**src/rtl/l1a_bcnt_decoder.sv**
```systemverilog
// L1A / bCnt strobe decoder: rebuilds {evId, bcid} records and queues them.
// Optional L1A_DEC_SEQCHK_EN adds a seq_err check on consecutive event IDs.
module l1a_bcnt_decoder #(
    parameter int FIFO_AW = 3,
    parameter int CNT_W   = 8
) (
    input  logic               clk,
    input  logic               rst_n,
    input  logic               l1a,
    input  logic [11:0]        bCnt,
    input  logic               bCntStr,
    input  logic               evCntLStr,
    input  logic               evCntHStr,
    output logic               ev_valid,
    input  logic               ev_ready,
    output logic [11:0]        ev_bcid,
    output logic [23:0]        ev_id,
    output logic [FIFO_AW:0]   fifo_level,
    output logic               proto_err,
    output logic [CNT_W-1:0]   err_cnt,
    output logic [CNT_W-1:0]   drop_cnt
`ifdef L1A_DEC_SEQCHK_EN
   ,output logic               seq_err
`endif
);

    localparam int DEPTH = 1 << FIFO_AW;
    localparam logic [FIFO_AW:0] FULL_LVL = (FIFO_AW + 1)'(DEPTH);

    typedef enum logic [1:0] {IDLE, GOT_BC, GOT_EVL} state_t;

    state_t              state_q, state_d;
    logic [11:0]         bcid_q, bcid_d;
    logic [11:0]         evl_q, evl_d;
    logic [35:0]         mem_q [DEPTH];
    logic [35:0]         head;
    logic [FIFO_AW-1:0]  wr_ptr_q, wr_ptr_d;
    logic [FIFO_AW-1:0]  rd_ptr_q, rd_ptr_d;
    logic [FIFO_AW:0]    level_q, level_d;
    logic [CNT_W-1:0]    err_cnt_q, err_cnt_d;
    logic [CNT_W-1:0]    drop_cnt_q, drop_cnt_d;
    logic                multi, mism, start;
    logic                err, wr_en, full, push, pop, drop;

    // Strobe sanity terms: several strobes at once, l1a without bCntStr
    always_comb begin
        multi = (bCntStr & evCntLStr) | (bCntStr & evCntHStr)
              | (evCntLStr & evCntHStr);
        mism  = l1a ^ bCntStr;
        start = bCntStr & l1a;
    end

    // Record assembly FSM; a start strobe in any error cycle resyncs
    always_comb begin
        state_d = IDLE;
        bcid_d  = bcid_q;
        evl_d   = evl_q;
        err     = 1'b0;
        wr_en   = 1'b0;
        unique case (state_q)
            IDLE: begin
                err = evCntLStr | evCntHStr | mism;
            end
            GOT_BC: begin
                if (evCntLStr & ~multi & ~mism) begin
                    evl_d   = bCnt;
                    state_d = GOT_EVL;
                end else begin
                    err = 1'b1;
                end
            end
            GOT_EVL: begin
                if (evCntHStr & ~multi & ~mism) begin
                    wr_en = 1'b1;
                end else begin
                    err = 1'b1;
                end
            end
            default: begin
                err = 1'b0;
            end
        endcase
        if (start) begin
            bcid_d  = bCnt;
            state_d = GOT_BC;
        end
    end

    assign full      = (level_q == FULL_LVL);
    assign ev_valid  = (level_q != '0);
    assign pop       = ev_valid & ev_ready;
    assign push      = wr_en & (~full | pop);
    assign drop      = wr_en & full & ~pop;
    assign head      = mem_q[rd_ptr_q];
    assign ev_bcid   = ev_valid ? head[11:0] : '0;
    assign ev_id     = ev_valid ? head[35:12] : '0;
    assign fifo_level = level_q;
    assign proto_err = err & rst_n;
    assign err_cnt   = err_cnt_q;
    assign drop_cnt  = drop_cnt_q;

    // FIFO pointers, fill level and saturating counters
    always_comb begin
        wr_ptr_d   = wr_ptr_q + FIFO_AW'(push);
        rd_ptr_d   = rd_ptr_q + FIFO_AW'(pop);
        level_d    = level_q;
        err_cnt_d  = err_cnt_q;
        drop_cnt_d = drop_cnt_q;
        unique case ({push, pop})
            2'b10:   level_d = level_q + (FIFO_AW + 1)'(1);
            2'b01:   level_d = level_q - (FIFO_AW + 1)'(1);
            default: level_d = level_q;
        endcase
        if (err && err_cnt_q != '1) begin
            err_cnt_d = err_cnt_q + CNT_W'(1);
        end
        if (drop && drop_cnt_q != '1) begin
            drop_cnt_d = drop_cnt_q + CNT_W'(1);
        end
    end

    // Control state; reset drops any partial record and empties the FIFO
    always_ff @(posedge clk or negedge rst_n) begin
        if (!rst_n) begin
            state_q    <= IDLE;
            bcid_q     <= '0;
            evl_q      <= '0;
            wr_ptr_q   <= '0;
            rd_ptr_q   <= '0;
            level_q    <= '0;
            err_cnt_q  <= '0;
            drop_cnt_q <= '0;
        end else begin
            state_q    <= state_d;
            bcid_q     <= bcid_d;
            evl_q      <= evl_d;
            wr_ptr_q   <= wr_ptr_d;
            rd_ptr_q   <= rd_ptr_d;
            level_q    <= level_d;
            err_cnt_q  <= err_cnt_d;
            drop_cnt_q <= drop_cnt_d;
        end
    end

    // Record storage; contents are don't-care until the level covers them
    always_ff @(posedge clk) begin
        if (push) begin
            mem_q[wr_ptr_q] <= {bCnt, evl_q, bcid_q};
        end
    end

`ifdef L1A_DEC_SEQCHK_EN
    logic [23:0] prev_id_q, prev_id_d;
    logic        have_prev_q, have_prev_d;
    logic [23:0] cur_id;

    assign cur_id  = {bCnt, evl_q};
    assign seq_err = rst_n & wr_en & have_prev_q
                   & (cur_id != prev_id_q + 24'd1);

    // Remember the last completed ID, dropped records included
    always_comb begin
        prev_id_d   = prev_id_q;
        have_prev_d = have_prev_q;
        if (wr_en) begin
            prev_id_d   = cur_id;
            have_prev_d = 1'b1;
        end
    end

    // Sequence-check history register
    always_ff @(posedge clk or negedge rst_n) begin
        if (!rst_n) begin
            prev_id_q   <= '0;
            have_prev_q <= 1'b0;
        end else begin
            prev_id_q   <= prev_id_d;
            have_prev_q <= have_prev_d;
        end
    end
`endif

endmodule

```
**config.mk**
```make
export PLATFORM = sky130hd
export DESIGN_NAME = l1a_bcnt_decoder
export DESIGN_NICKNAME = d
export VERILOG_FILES = /design/src/rtl/l1a_bcnt_decoder.sv
export SDC_FILE = /design/constraint.sdc
export NUM_CORES = 1
export LEC_CHECK = 0
export BUFFER_PORTS_ARGS = -buffer_cell sky130_fd_sc_hd__buf_2
export CORE_MARGIN = 5
export CORE_UTILIZATION = 45
export CTS_CLUSTER_SIZE = 40
export DETAILED_ROUTE_END_ITERATION = 10
export GPL_TIMING_DRIVEN = 0
export HOLD_SLACK_MARGIN = 0.08
export SETUP_SLACK_MARGIN = 0.4
export SLEW_MARGIN = 0
export SYNTH_ARGS = -nofsm -noshare
export SYNTH_HDL_FRONTEND = slang
export SYNTH_SLANG_ARGS = --single-unit
```
**constraint.sdc**
```tcl
create_clock -name clk -period 5.5 [get_ports clk]
set_input_delay 1.1 -clock clk [delete_from_list [all_inputs] [get_ports clk]]
set_output_delay 1.1 -clock clk [all_outputs]
set_load 0.1 [all_outputs]
```
==> qor.txt, run 1 <==
R2R cell count -> 7
critical register-to-register path endpoint -> mem_q[5][14]
Mapped Cells -> 634
number of instances in the placed design -> 1,115
total number of clock tree sinks -> 340
worst hold margin -> 0.491 ns
ordered cell list for the critical path -> clkbuf_1 > clkbuf_1 > mux4_2 > mux2i_1 > nor2_1 > buf_2
antenna violations before repair -> 0
Max Clock Freq -> 239 MHz
post-synthesis net count -> 661
grt ovf -> 0
unrepaired setup endpoints after global routing -> false
die span in y -> 181 µm
global-route wire length before repair -> 43,000 µm
Critical-path top delay cell -> sky130_fd_sc_hd__clkbuf_1
Crit. Startpoint -> rd_ptr_q[1]
depth of the CTS H-tree -> 2
I/O pins -> 77
ratio of routed vias to standard cells -> 5.52
Pins Over Slew Limit -> 0
total cell area at the placement stage -> 14,400 µm²
total number of placement rows -> 62
Worst setup SP type -> flip-flop
maximum fanout along the worst path -> 10
internal reg-to-reg setup slack -> 2.66 ns
detailed-route wire length per cell -> 23.6 µm
vias after detailed routing -> 6,509
worst clock skew on the final layout -> 0.0150 ns
type of the setup path with the least slack -> flip-flop to output pin
Critical Path Sink -> ev_bcid[4]
number of nets in the layout -> 795
Detailed Routing Iterations Pass 1 -> 5
data arrival time of the critical path -> 3.08 ns
count of input and output buffers -> 76
Avg Synthesized Cell Area -> 20.8 µm²
wire length reported by the detailed router -> 27,800 µm
count of filler cells inserted in the layout -> 2,225
number of global-route vias before repair -> 7,095
startpoint of the most critical hold path -> drop_cnt[5]
setup total negative slack -> 0 ns
global placement routability congestion -> 0.801
path type of the worst min-delay path -> flip-flop to flip-flop
number of standard cells in the final layout excluding fillers -> 1,179
number of buffers created by CTS -> 35
Worst-Margin Slew -> 0.996 ns
number of failing setup endpoints in the final timing report -> 0
post-route clock period utilization -> 76.1%
floorplan die width -> 181 µm
final-report hold violation count -> 0
leading cell type in the layout, fill and taps excluded -> sky130_fd_sc_hd__edfxtp_1
clock tree from TritonCTS -> yes
outcome -> finished, final reports clean
Crit Reg-Reg Startpoint -> fifo_level[1]
warnings from Yosys -> 0
area growth from synthesis to layout -> 17.9%
required time of the worst setup path -> 4.40 ns
CTS resizes -> 0
latest clock arrival within the worst-skew pair -> 0.52 ns
top library cells by usage in the layout, fill and taps aside -> sky130_fd_sc_hd__edfxtp_1 (288), sky130_fd_sc_hd__buf_2 (87), sky130_fd_sc_hd__mux4_2 (72)
pin count of the biggest net entering global routing -> 54
Synth cell types -> 41
dpl hpwl -> 18,000 µm
relative slew slack -> 33.2%
Max-cap violations -> 0
number of DRC markers in iteration 0 -> 553
# hold bufs at CTS -> 0
Final ANT Viol Nets -> 0
area of the die -> 32,800 µm²
delay contributed by the slowest stage of the critical path -> 0.73 ns
Clock transition at path regs -> 0.06 ns
core area -> 28,800 µm²
buffers inserted during post-CTS setup optimization -> 0
root buf cell -> sky130_fd_sc_hd__clkbuf_16
area of the mapped netlist -> 13,200 µm²
share of synthesized area occupied by flip-flops and latches -> 75.5%
shortest period the worst path allows -> 4.18 ns
number of DRC violations after detailed routing -> 0
share of cells above drive strength 1 -> 34.8%
Worst path most repeated cell -> sky130_fd_sc_hd__clkbuf_1
starting utilization of the core area -> 45.8%
Yosys reg bits -> 340
aggregate global-route resource usage -> 17.3%
cell area after layout -> 15,500 µm²
capturing element type of the critical path -> output pin
CTS max path bufs -> 3
final antenna diode count -> 0
registers in the layout, indices dropped and copies added, names as in the netlist:
register    flops
bcid_q         12
drop_cnt        8
err_cnt         8
evl_q          12
fifo_level      4
mem_q         288
rd_ptr_q        3
state_q         2
wr_ptr_q        3
worst min-delay path by stage:
stage,slack (ns),end,depth (start not counted)
after global routing,0.53,err_cnt[5],1
after detailed placement,0.49,drop_cnt[5],1
after CTS,0.50,drop_cnt[5],1
final,0.49,drop_cnt[5],1
after global placement,0.48,drop_cnt[5],1
after floorplan,0.47,rd_ptr_q[0],1
through the flow:
| step | utilization [%] | worst slack, ns |
|---|---|---|
| floorplan | - | 0.479 |
| global placement | 48.8 | -2.51 |
| detailed placement | 50.1 | 1.35 |
| CTS | 54.0 | 1.29 |
| global route | 54.0 | 1.19 |
| finish | 54.0 | 1.32 |
Yosys cell counts (all sizes together):
library cell | n | area share, %
or3 | 1 | 0.047
or4 | 1 | 0.057
a31oi | 1 | 0.047
dfrtp | 52 | 9.9
mux2 | 27 | 2.3
clkbuf | 12 | 0.34
nand2 | 13 | 0.37
nand3b | 2 | 0.11
xnor2 | 12 | 0.80
or2 | 1 | 0.047
o21ai | 1 | 0.038
nor4b | 1 | 0.11
nor3 | 5 | 0.19
and4 | 1 | 0.085
mux4 | 72 | 12
nand2b | 3 | 0.14
nand4bb | 1 | 0.085
a32oi | 1 | 0.066
nand4 | 7 | 0.33
edfxtp | 288 | 66
a21oi | 3 | 0.14
nor2 | 44 | 1.3
and3b | 1 | 0.076
nand3 | 4 | 0.15
buf | 15 | 0.60
and2 | 1 | 0.057
a311oi | 1 | 0.20
nor4 | 2 | 0.21
xor2 | 5 | 0.33
mux2i | 37 | 2.8
ha | 8 | 0.76
a211o | 1 | 0.066
inv | 5 | 0.14
and3 | 5 | 0.25
worst max-delay path, delay by kind of cell, from the launching register on:
family	cells	cell delay, ns
flops	1	0.35
buf+inv	3	1.64
simple gates	1	0.15
mux	2	0.43
cells by family (layout without fill, tap and decap cells):
logic type	count (synthesis)	count (layout)	synth area share (%)
AOI/OAI and AO/OA	8	8	0.560
buffers and inverters	32	193	1.08
xor gates and xnor gates	17	17	1.13
and+or+nand+nor	93	93	3.58
DFF	340	340	75.5
adders and majority gates	8	8	0.759
muxes	136	136	17.4
final cells by class:
type	instances	area [µm²]	area share, %
Sequential cell	340	9950	64.0
Multi-Input combinational cell	262	3150	20.3
Clock buffer	44	950	6.11
Timing Repair Buffer	97	708	4.56
Tap cell	384	480	3.09
Clock inverter	20	151	0.974
Buffer	27	124	0.797
Inverter	5	18.8	0.121
routing by layer:
layer	track usage [%]	up-vias	wire [µm]
met2	28.7	186	14000
met5	0	-	0
li1	-	2838	-
met4	3.87	0	429
met3	3.18	39	1390
met1	24.1	3446	12000
Power of run 1 is left out: the tool's default activity adds up to more than one toggle a clock period on the data nets, which glitch-free logic cannot reach.
==> run 2, diff against run 1 <==
clock period = 3.5 ns   (was 5.5 ns; I/O delays follow)
==> qor.txt, run 2 (synthesis gave the netlist of run 1 again) <==
critical register-to-register path endpoint -> mem_q[7][17]
number of buffers created by CTS -> 37
number of failing setup endpoints in the final timing report -> 0
path type of the worst min-delay path -> input pin to asynchronous set/reset pin
Critical-path top delay cell -> sky130_fd_sc_hd__mux4_2
starting utilization of the core area -> 45.8%
top flop regs -> mem_q: 288 flops, bcid_q: 12 flops, evl_q: 12 flops
aggregate global-route resource usage -> 16.8%
wire length reported by the detailed router -> 27,400 µm
relative slew slack -> 44.9%
total number of clock tree sinks -> 340
final-report hold violation count -> 0
total number of placement rows -> 62
Worst-Margin Slew -> 0.824 ns
clock tree from TritonCTS -> yes
dpl hpwl -> 17,600 µm
data arrival time of the critical path -> 2.30 ns
Max-cap violations -> 0
Detailed Routing Iterations Pass 1 -> 4
ordered cell list for the critical path -> buf_12 > buf_8 > mux4_2 > mux2i_1 > nor2_1 > buf_4
met3 WL post-DR -> 1010 µm
floorplan die width -> 181 µm
antenna violations before repair -> 0
capturing element type of the critical path -> output pin
die span in y -> 181 µm
number of global-route vias before repair -> 6,875
type of the setup path with the least slack -> flip-flop to output pin
grt ovf -> 0
Pins Over Slew Limit -> 0
shortest period the worst path allows -> 3.00 ns
global-route wire length before repair -> 41,700 µm
root buf cell -> sky130_fd_sc_hd__clkbuf_16
number of DRC violations after detailed routing -> 0
detailed-route wire length per cell -> 23.3 µm
leading cell type in the layout, fill and taps excluded -> sky130_fd_sc_hd__edfxtp_1
outcome -> finished, final reports clean
internal reg-to-reg setup slack -> 0.87 ns
R2R cell count -> 7
count of input and output buffers -> 76
global placement routability congestion -> 0.785
latest clock arrival within the worst-skew pair -> 0.51 ns
pin count of the biggest net entering global routing -> 54
core area -> 28,800 µm²
number of flip-flops in the largest register -> 288
area growth from synthesis to layout -> 20.4%
metal1 wirelength -> 12,000 µm
pre-CTS setup slack -> -0.184 ns
depth of the CTS H-tree -> 2
Worst setup SP type -> flip-flop
top library cells by usage in the layout, fill and taps aside -> sky130_fd_sc_hd__edfxtp_1 (288), sky130_fd_sc_hd__mux4_2 (72), sky130_fd_sc_hd__dfrtp_1 (51)
worst path buffer plus inverter count -> 3
post-route clock period utilization -> 85.7%
Clock transition at path regs -> 0.06 ns
worst clock skew on the final layout -> 0.0122 ns
I/O pins -> 77
vias after detailed routing -> 6,426
share of cells above drive strength 1 -> 36.9%
min setup slack post-route -> 0.502 ns
maximum fanout along the worst path -> 10
delay contributed by the slowest stage of the critical path -> 0.51 ns
Max Clock Freq -> 334 MHz
required time of the worst setup path -> 2.80 ns
CTS max path bufs -> 3
Crit. Startpoint -> rd_ptr_q[0]
ratio of routed vias to standard cells -> 5.46
Crit Reg-Reg Startpoint -> fifo_level[0]
# hold bufs at CTS -> 0
register with the most flip-flops -> mem_q
Final ANT Viol Nets -> 0
area of the die -> 32,800 µm²
unrepaired setup endpoints after global routing -> true
number of DRC markers in iteration 0 -> 447
number of nets in the layout -> 796
highest routed layer -> met4
final antenna diode count -> 0
gate family responsible for the most delay along the worst path -> multiplexers
Routed met2 length -> 13,800 µm
run 2: cell types whose count changed in the layout (fill, tap and decap cells not counted), sizes merged:
| cell | change |
|---|---|
| inv | -2 |
| clkinvlp | +1 |
| bufinv | -1 |
| clkinv | -8 |
| clkbuf | +9 |
run 2: worst reg2reg max path, stage by stage, from the launching register on:
cell                        delay [ns]
sky130_fd_sc_hd__dfrtp_1          0.50
sky130_fd_sc_hd__nor2_1           0.10
sky130_fd_sc_hd__nand4bb_1        0.24
sky130_fd_sc_hd__nand2_4          0.15
sky130_fd_sc_hd__inv_1            0.17
sky130_fd_sc_hd__nand2_2          0.17
sky130_fd_sc_hd__nor2_4           0.71
sky130_fd_sc_hd__buf_12           0.27
run 2: timing repair:
item	CTS	global route
endpoints found under the hold margin	0	0
gates resized for setup	58	39
gates cloned	0	0
setup endpoints to repair	73	48
buffers inserted	2	1
pin swaps	2	1
run 2: metal layers:
layer / track usage, % / vias to the layer above
met5: 0 / -
met4: 3.87 / 0
met3: 2.82 / 42
met2: 28.5 / 152
met1: 23.0 / 3396
li1: - / 2836
run 2: worst max-delay path by stage:
| stage | end | cells past startpoint |
|---|---|---|
| 2_1_floorplan | ev_bcid[10] | 3 |
| 3_3_place_gp | mem_q[4][17] | 6 |
| 3_5_place_dp | mem_q[3][17] | 8 |
| 4_1_cts | mem_q[3][30] | 8 |
| 5_1_grt | ev_bcid[2] | 6 |
| 6_report | ev_id[9] | 6 |
run 2: area by class of cell:
class / instances / area (µm²)
Clock buffer: 54 / 1040
Fill cell: 2221 / 12900
Inverter: 5 / 18.8
Tap cell: 384 / 480
Sequential cell: 340 / 9950
Multi-Input combinational cell: 262 / 3210
Buffer: 27 / 272
Timing Repair Buffer: 96 / 816
Clock inverter: 10 / 82.6
run 2: per-stage QoR:
stage          area (µm²)  util (%)  TNS [ns]  hold slack (ns)  instances
2_1_floorplan       13300         -         0            0.404        634
3_3_place_gp        14100      49.1   -250.74            0.475       1094
3_5_place_dp        14500      50.3     -7.82            0.492       1110
4_1_cts             15700      54.7         0            0.265       1176
5_1_grt             15900      55.1         0            0.298       1178
6_report            15900      55.1         0            0.247       1178
Power of run 2 is left out for the same reason.
